[src/rtl/fg_bd_arbiter.sv]
// fg_bd_arbiter: round-robin merge of per-flow burst descriptor streams onto
// one registered output. Supports per-port enables and a soft throttle driven by
// the downstream FIFO byte count. Each forwarded descriptor is tagged with the
// index of the port it came from.
module fg_bd_arbiter #(
  parameter int unsigned PORTS      = 4,
  parameter int unsigned PORT_WIDTH = 2,
  parameter int unsigned DEST_WIDTH = 8,
  parameter int unsigned ADDR_WIDTH = 10
) (
  input  logic                        clk,
  input  logic                        rst,
  input  logic [PORTS-1:0]            input_bd_valid,
  output logic [PORTS-1:0]            input_bd_ready,
  input  logic [PORTS*DEST_WIDTH-1:0] input_bd_dest,
  input  logic [PORTS*32-1:0]         input_bd_burst_len,
  output logic                        output_bd_valid,
  input  logic                        output_bd_ready,
  output logic [DEST_WIDTH-1:0]       output_bd_dest,
  output logic [31:0]                 output_bd_burst_len,
  output logic [PORT_WIDTH-1:0]       output_bd_port,
  input  logic [PORTS-1:0]            enable,
  input  logic [ADDR_WIDTH+31:0]      fifo_byte_count,
  input  logic [ADDR_WIDTH+31:0]      byte_limit,
  output logic [31:0]                 burst_count
);

  localparam int unsigned BC_WIDTH = ADDR_WIDTH + 32;
  localparam int unsigned NPAD     = 1 << PORT_WIDTH;
  localparam int unsigned CW       = PORT_WIDTH + 1;

  typedef enum logic {
    ST_EMPTY = 1'b0,
    ST_FULL  = 1'b1
  } state_t;

  state_t                  r_state;
  state_t                  w_state_nxt;
  logic [DEST_WIDTH-1:0]   r_dest;
  logic [31:0]             r_len;
  logic [PORT_WIDTH-1:0]   r_port;
  logic [PORT_WIDTH-1:0]   r_rr_ptr;
  logic [31:0]             r_burst_count;

  logic                    w_throttle;
  logic                    w_load;
  logic                    w_handshake;
  logic [PORTS-1:0]        w_req;
  logic [NPAD-1:0]         w_req_pad;
  logic [CW-1:0]           w_cand;
  logic                    w_found;
  logic [PORT_WIDTH-1:0]   w_idx;
  logic                    w_grant;
  logic [PORT_WIDTH-1:0]   w_rr_nxt;
  logic [DEST_WIDTH-1:0]   w_sel_dest;
  logic [31:0]             w_sel_len;
  logic [PORTS-1:0]        w_ready;

  assign output_bd_valid     = (r_state == ST_FULL);
  assign output_bd_dest      = r_dest;
  assign output_bd_burst_len = r_len;
  assign output_bd_port      = r_port;
  assign burst_count         = r_burst_count;
  assign input_bd_ready      = w_ready;

  assign w_throttle  = (byte_limit != BC_WIDTH'(0)) && (fifo_byte_count >= byte_limit);
  assign w_load      = (!output_bd_valid || output_bd_ready) && !w_throttle && !rst;
  assign w_handshake = output_bd_valid && output_bd_ready;
  assign w_req       = input_bd_valid & enable;
  assign w_req_pad   = NPAD'(w_req);
  assign w_grant     = w_load && w_found;
  assign w_rr_nxt    = (w_idx == PORT_WIDTH'(PORTS - 1)) ? '0 : w_idx + PORT_WIDTH'(1);

  // Round-robin search: first requesting port at or above r_rr_ptr, wrapping
  always_comb begin
    w_found = 1'b0;
    w_idx   = '0;
    w_cand  = '0;
    for (int i = 0; i < PORTS; i++) begin
      w_cand = CW'(r_rr_ptr) + CW'(i);
      if (w_cand >= CW'(PORTS)) begin
        w_cand = w_cand - CW'(PORTS);
      end
      if (!w_found && w_req_pad[w_cand[PORT_WIDTH-1:0]]) begin
        w_found = 1'b1;
        w_idx   = w_cand[PORT_WIDTH-1:0];
      end
    end
  end

  // Select granted port's payload and drive the one-hot accept
  always_comb begin
    w_sel_dest = '0;
    w_sel_len  = '0;
    w_ready    = '0;
    for (int i = 0; i < PORTS; i++) begin
      if (w_idx == PORT_WIDTH'(i)) begin
        w_sel_dest = input_bd_dest[i*DEST_WIDTH +: DEST_WIDTH];
        w_sel_len  = input_bd_burst_len[i*32 +: 32];
      end
      w_ready[i] = w_grant && (w_idx == PORT_WIDTH'(i));
    end
  end

  // Next-state: output register occupancy
  always_comb begin
    w_state_nxt = r_state;
    case (r_state)
      ST_EMPTY: if (w_grant) w_state_nxt = ST_FULL;
      ST_FULL:  if (output_bd_ready && !w_grant) w_state_nxt = ST_EMPTY;
      default:  w_state_nxt = ST_EMPTY;
    endcase
  end

  // State register
  always_ff @(posedge clk) begin
    if (rst) begin
      r_state <= ST_EMPTY;
    end else begin
      r_state <= w_state_nxt;
    end
  end

  // Output payload and round-robin pointer; payload holds after drain
  always_ff @(posedge clk) begin
    if (rst) begin
      r_dest   <= '0;
      r_len    <= '0;
      r_port   <= '0;
      r_rr_ptr <= '0;
    end else if (w_grant) begin
      r_dest   <= w_sel_dest;
      r_len    <= w_sel_len;
      r_port   <= w_idx;
      r_rr_ptr <= w_rr_nxt;
    end
  end

  // Output handshake counter, free-running wrap
  always_ff @(posedge clk) begin
    if (rst) begin
      r_burst_count <= '0;
    end else if (w_handshake) begin
      r_burst_count <= r_burst_count + 32'd1;
    end
  end

endmodule

[config.mk]
export PLATFORM = sky130hd
export DESIGN_NAME = fg_bd_arbiter
export DESIGN_NICKNAME = d
export VERILOG_FILES = /design/src/rtl/fg_bd_arbiter.sv
export SDC_FILE = /design/constraint.sdc
export NUM_CORES = 1
export LEC_CHECK = 0
export CAP_MARGIN = 10
export CORE_ASPECT_RATIO = 0.8
export CORE_MARGIN = 2
export CORE_UTILIZATION = 30
export CTS_BUF_LIST = sky130_fd_sc_hd__clkbuf_4
export DETAILED_ROUTE_END_ITERATION = 16
export PLACE_DENSITY_LB_ADDON = 0.25
export SLEW_MARGIN = 25
export SYNTH_ARGS = -nofsm -noshare
export SYNTH_HDL_FRONTEND = slang
export SYNTH_SLANG_ARGS = --single-unit
export TNS_END_PERCENT = 20
[constraint.sdc]
create_clock -name clk -period 4.9 [get_ports clk]
set_input_delay 1.225 -clock clk [delete_from_list [all_inputs] [get_ports clk]]
set_output_delay 1.225 -clock clk [all_outputs]
set_load 0.02 [all_outputs]
Word level (Yosys, flattened, before mapping)
Cells that the tools add are included.

Bits of input ports: 255. Word-level logic and storage cells: 84. Output and inout port bits: 79. Register bits after elaboration: 77.

Equal/unequal tests: 3. Reductions and logical operators: 23. Bitwise gates (word level): 2. Magnitude comparators: 9. Add/subtract/negate cells: 9. Mux-type cells: 32.

Operators by type and width (number): $mux W32 (4); $ge A42 B42 Y1 (1); $reduce_bool A42 Y1 (1); $add A32 B1 Y32 const B (1); $mux W8 (4); $mux W2 (9); $logic_and A1 B1 Y1 (13); $lt A2 B3 Y1 const B (4); $mux W1 (10); $ge A3 B3 Y1 const B (3); $bmux W1 S2 (4); $sub A2 B1 Y2 const B (4); $logic_not A1 Y1 (7); $add A2 B2 Y3 const B (2); $and A4 B4 Y4 (1); $eq A2 B2 Y1 const B (2); $add A2 B1 Y3 const B (1); $ge A2 B3 Y1 const B (1); $add A2 B1 Y2 const B (1); $eq A2 B1 Y1 const B (1); $logic_not A2 Y1 (1); $pmux W1 S2 (1); $logic_or A1 B1 Y1 (1); $not A1 Y1 (1).

Logic depth before layout (Yosys ltp)
Depth in word-level cells: 19. Mapped depth: 15. Mapped depth without buffers: 13.

Least setup slack after synthesis
Ideal clock, no wire load.

Path kind: input -> output. Start point: input byte_limit[7]. End point: output input_bd_ready[0]. Arrival time: 3244 ps. Path buffers: 1. Stages: 9. Data required time: 3675 ps. Setup slack: 431 ps. Path through: inv_1 -> ha_1 -> a2111oi_2 -> o21ai_1 -> o311a_1 -> a211o_1 -> a22oi_2 -> buf_6 -> and3_1.

Word-level cells in the longest chain between the ends: 7. Elaborated cells between the ends (all ways): 8. Classes of those cells: 1 x order compare; 7 x reduce/logical.

Ends and longest elaborated chain: start, declared (line 24) `input logic [ADDR_WIDTH+31:0] byte_limit,`; $ge A42 B42 Y1 / $reduce_bool A42 Y1 (equally long branches) (line 66) `assign w_throttle = (byte_limit != BC_WIDTH'(0)) && (fifo_byte_count >= byte_limit);`; $logic_and A1 B1 Y1 (*) (line 66); $logic_not A1 Y1 (*) (line 67) `assign w_load = (!output_bd_valid || output_bd_ready) && !w_throttle && !rst;`; $logic_and A1 B1 Y1 (*) (2 in series) (line 67); $logic_and A1 B1 Y1 (*) (line 71) `assign w_grant = w_load && w_found;`; $logic_and A1 B1 Y1 (*) (line 101) `w_ready[i] = w_grant && (w_idx == PORT_WIDTH'(i));`; end, declared (line 14) `output logic [PORTS-1:0] input_bd_ready,`.

Every way passes the cells marked *; elsewhere a longest branch is shown, timed or not.

Worst setup path in the final report
Start point: input byte_limit[28]. End point: output input_bd_ready[2].

The elaborated chain is that of the path after synthesis.

==> summary.txt <==
Run status
  – Status: complete, no violations

Routing
  – Post-detailed-route wirelength per cell: 17.1 µm
  – TritonRoute pass-1 iters: 5
  – Wire length after detailed routing: 22300 µm
  – DRC: 0
  – Number of vias after detailed routing: 6486
  – Via density: 4.97
  – Detail Route Antenna Nets: 0
  – Number of DRC violations after detailed-routing iteration 0: 334

Worst hold path
  – Worst hold path depth: 2
  – Hold path endpoint: output_bd_burst_len[30]$_SDFFE_PP0P_
  – Hold Crit Class: reg -> reg
  – Source of the worst hold timing path: output_bd_burst_len[30]$_SDFFE_PP0P_

Global routing
  – Total GRT Usage: 0.218
  – Wire length of the first global-routing pass: 33100 µm
  – Number of antenna violations at the first check in global routing: 3
  – Largest net degree at the start of global routing: 81
  – Overflow after GRT: 0
  – Vias in the first global route: 6227

Floorplan
  – Starting density of the core: 0.306
  – Die Outline Area: between 0.015 and 0.02 mm²
  – Count of boundary I/O pins: ~330
  – Placeable core region: 0.0181 mm²
  – Number of placement rows: between 40 and 50
  – Die W: 156 µm
  – Vertical extent of the die: 125 µm

Clock network
  – Largest buffer count on any clock path: 2
  – CTS tree: built
  – CTS H-Tree Depth: 3
  – TritonCTS buffer count: 9
  – CTS hold repair buffers: 0
  – Clock Tree Root: clkbuf_4
  – Insertion delay of the later-clocked pin in the worst-skew pair: between 400 and 500 ps
  – Total number of clock tree sinks: 77
  – Clock-pin slew reported for the worst setup and hold paths after clock tree synthesis: 120 ps

Timing
  – Max Clk Rate: ~210 MHz
  – Slack of the critical path: 78.9 ps
  – Setup violations, final: 0
  – Total Neg Setup Slack: 0 ps
  – Slew at the pin closest to its max-slew limit: 919 ps
  – Worst clock skew: about 22 ps
  – Fin. max-slew vios: 0
  – Tightest slew margin relative to the limit: 0.381
  – Final count of hold timing violations: 0
  – Tcrit/Tclk final: 0.984
  – Post-route minimum period: 4820 ps
  – Worst slack on hold paths: 467 ps

Synthesis
  – Cell taking the most area after synthesis: dfxtp_1
  – Post-synth top flop: dfxtp_1
  – Number of instances in the synthesized netlist: 729
  – Post-synth cell types: 48
  – Synthesis warning total: 0
  – Mean cell area of the mapped netlist: 7.59 µm²
  – Top area cells in the synthesized netlist: dfxtp_1, a21oi_1, ha_1, nor2_1, a22oi_1
  – Number of enable-type register cells in the synthesized netlist: 0
  – Most instantiated library cell after synthesis: a21oi_1
  – Mapped cell area: 0.00554 mm²
  – Part of the Yosys area used for sequential elements: 0.278
  – Most frequent cells after synthesis: a21oi_1, nor2_1, dfxtp_1
  – Fraction of synthesized cell area taken by the top area cell type: 0.278
  – Synthesized flop and latch total: 77
  – Synth async-reset ratio: 0
  – Post-Synthesis Net Count: 1031

Setup path
  – Arrival @ worst endpoint: 3600 ps
  – Register-to-Register Setup Slack: 1800 ps
  – Count of cells along the worst register-to-register path: 14
  – Crit. End Element: output port
  – Critical-path maximum fanout: 5
  – Category of the critical setup timing path: in -> out
  – Endpoint of the worst register-to-register path: output_bd_burst_len[26]$_SDFFE_PP0P_
  – Nature of the critical path startpoint: input pin
  – Critical R2R Launch: r_rr_ptr[0]$_SDFFE_PP0P_
  – Critical path data required time: 3670 ps

Placement
  – Total half-perimeter wirelength after legalization and detailed placement: 17400 µm
  – Number of buffers added on ports: 333
  – GPL Wtd Cong: 0.877
  – Placed cells: 1286
  – Pre-CTS WS: -490 ps

Layout
  – Final cell count without fillers: between 1000 and 1500
  – Net count of the finished layout: 1372
  – Synthesis-to-layout area growth: 72.3%
  – Ratio of cells with drive above 1 in the final layout: 0.0931

Job
  – Number of maximum-capacitance violations: 0

Power
  – Lkg Pwr: 0.00389 µW
  – Power per standard cell area: 212 mW/mm²
  – Maximum vdd ir drop: between 0.1 and 0.15 mV
==> layer usage <==
layer	wire (µm)	GRT usage
met1	9320	0.260
met4	531	0.0750
met2	10600	0.374
met3	1870	0.0641
met5	0	0
==> logic make-up (layout without fill, tap and decap cells) <==
family / count (synthesis) / after routing / share of synthesized area
AOI/OAI and AO/OA: 224 / 224 / 0.259
buffers and inverters: 94 / 439 / 0.0766
xor gates and xnor gates: 26 / 26 / 0.0411
DFF: 77 / 77 / 0.278
muxes: 22 / 22 / 0.0398
adders and majority gates: 47 / 47 / 0.106
other: 0 / 2 / 0
and+or+nand+nor: 239 / 239 / 0.199
==> what timing repair did <==
action                                  in CTS  in global routing
endpoints found under the setup margin       4                  4
pin swaps                                    3                 10
gates resized for setup                     28                 25
buffers inserted                             1                  2
==> how the worst max path moves through the flow <==
stage	from	endpoint	cells after the start
floorplan	byte_limit[7]	input_bd_ready[0]	9
global placement	byte_limit[7]	input_bd_ready[2]	11
detailed placement	byte_limit[7]	input_bd_ready[1]	11
CTS	byte_limit[17]	input_bd_ready[3]	12
global route	byte_limit[28]	input_bd_ready[3]	12
finish	byte_limit[28]	input_bd_ready[2]	12
==> placed cells by master, fill, tap and decap left out, types with 6 or more instances in the layout <==
master,count
nand2_1,45
ha_1,40
mux2i_1,22
clkbuf_4,9
dlymetal6s2s_1,11
nand4_1,21
clkdlybuf4s50_1,316
buf_4,39
a211oi_2,15
inv_1,46
nand3_1,19
a211oi_1,7
a22oi_1,39
dfxtp_1,77
nor2_1,114
nor4_1,11
xnor2_1,6
or3_1,6
o21ai_0,14
a21oi_1,123
xor2_1,20
==> layout make-up <==
| cell class | count | area, µm² |
|---|---|---|
| multi-input combinational | 558 | 3680 |
| antenna | 2 | 5.00 |
| fill | 1760 | 8580 |
| clock buffer | 9 | 67.6 |
| tap | 230 | 288 |
| sequential | 77 | 1540 |
| inverter | 50 | 188 |
| clock inverter | 6 | 62.6 |
| timing repair buffer | 374 | 3700 |
==> where the power goes <==
group	internal [µW]	total, µW	switching (µW)	leakage, µW
Combinational	469	925	455	0.00319
Sequential	676	706	30.2	0.000627
Clock	153	395	242	0.0000759
Total	1300	2030	727	0.00389
==> state kept, by name, summed over array words and instances, names as in the netlist <==
register             flops
burst_count             32
output_bd_burst_len     32
output_bd_dest           8
output_bd_port           2
r_rr_ptr                 2
output_bd_valid          1
==> critical path, stage by stage <==
cell	delay [ps]
clkdlybuf4s50_1	500
inv_1	50
ha_1	320
a21oi_1	180
nand2_1	120
a221oi_2	260
o21ai_0	110
buf_4	150
a22oi_2	230
buf_12	150
and3_4	180
buf_6	110
==> metrics by stage <==
step,util,instance area (µm²),power [µW]
final,0.526,9540,2030
after global routing,0.526,9540,2160
after CTS,0.520,9410,2040
after detailed placement,0.511,9250,1630
after global placement,0.511,9250,1630
after floorplan,-,5540,1180
Power figures use the tool's default switching activity.
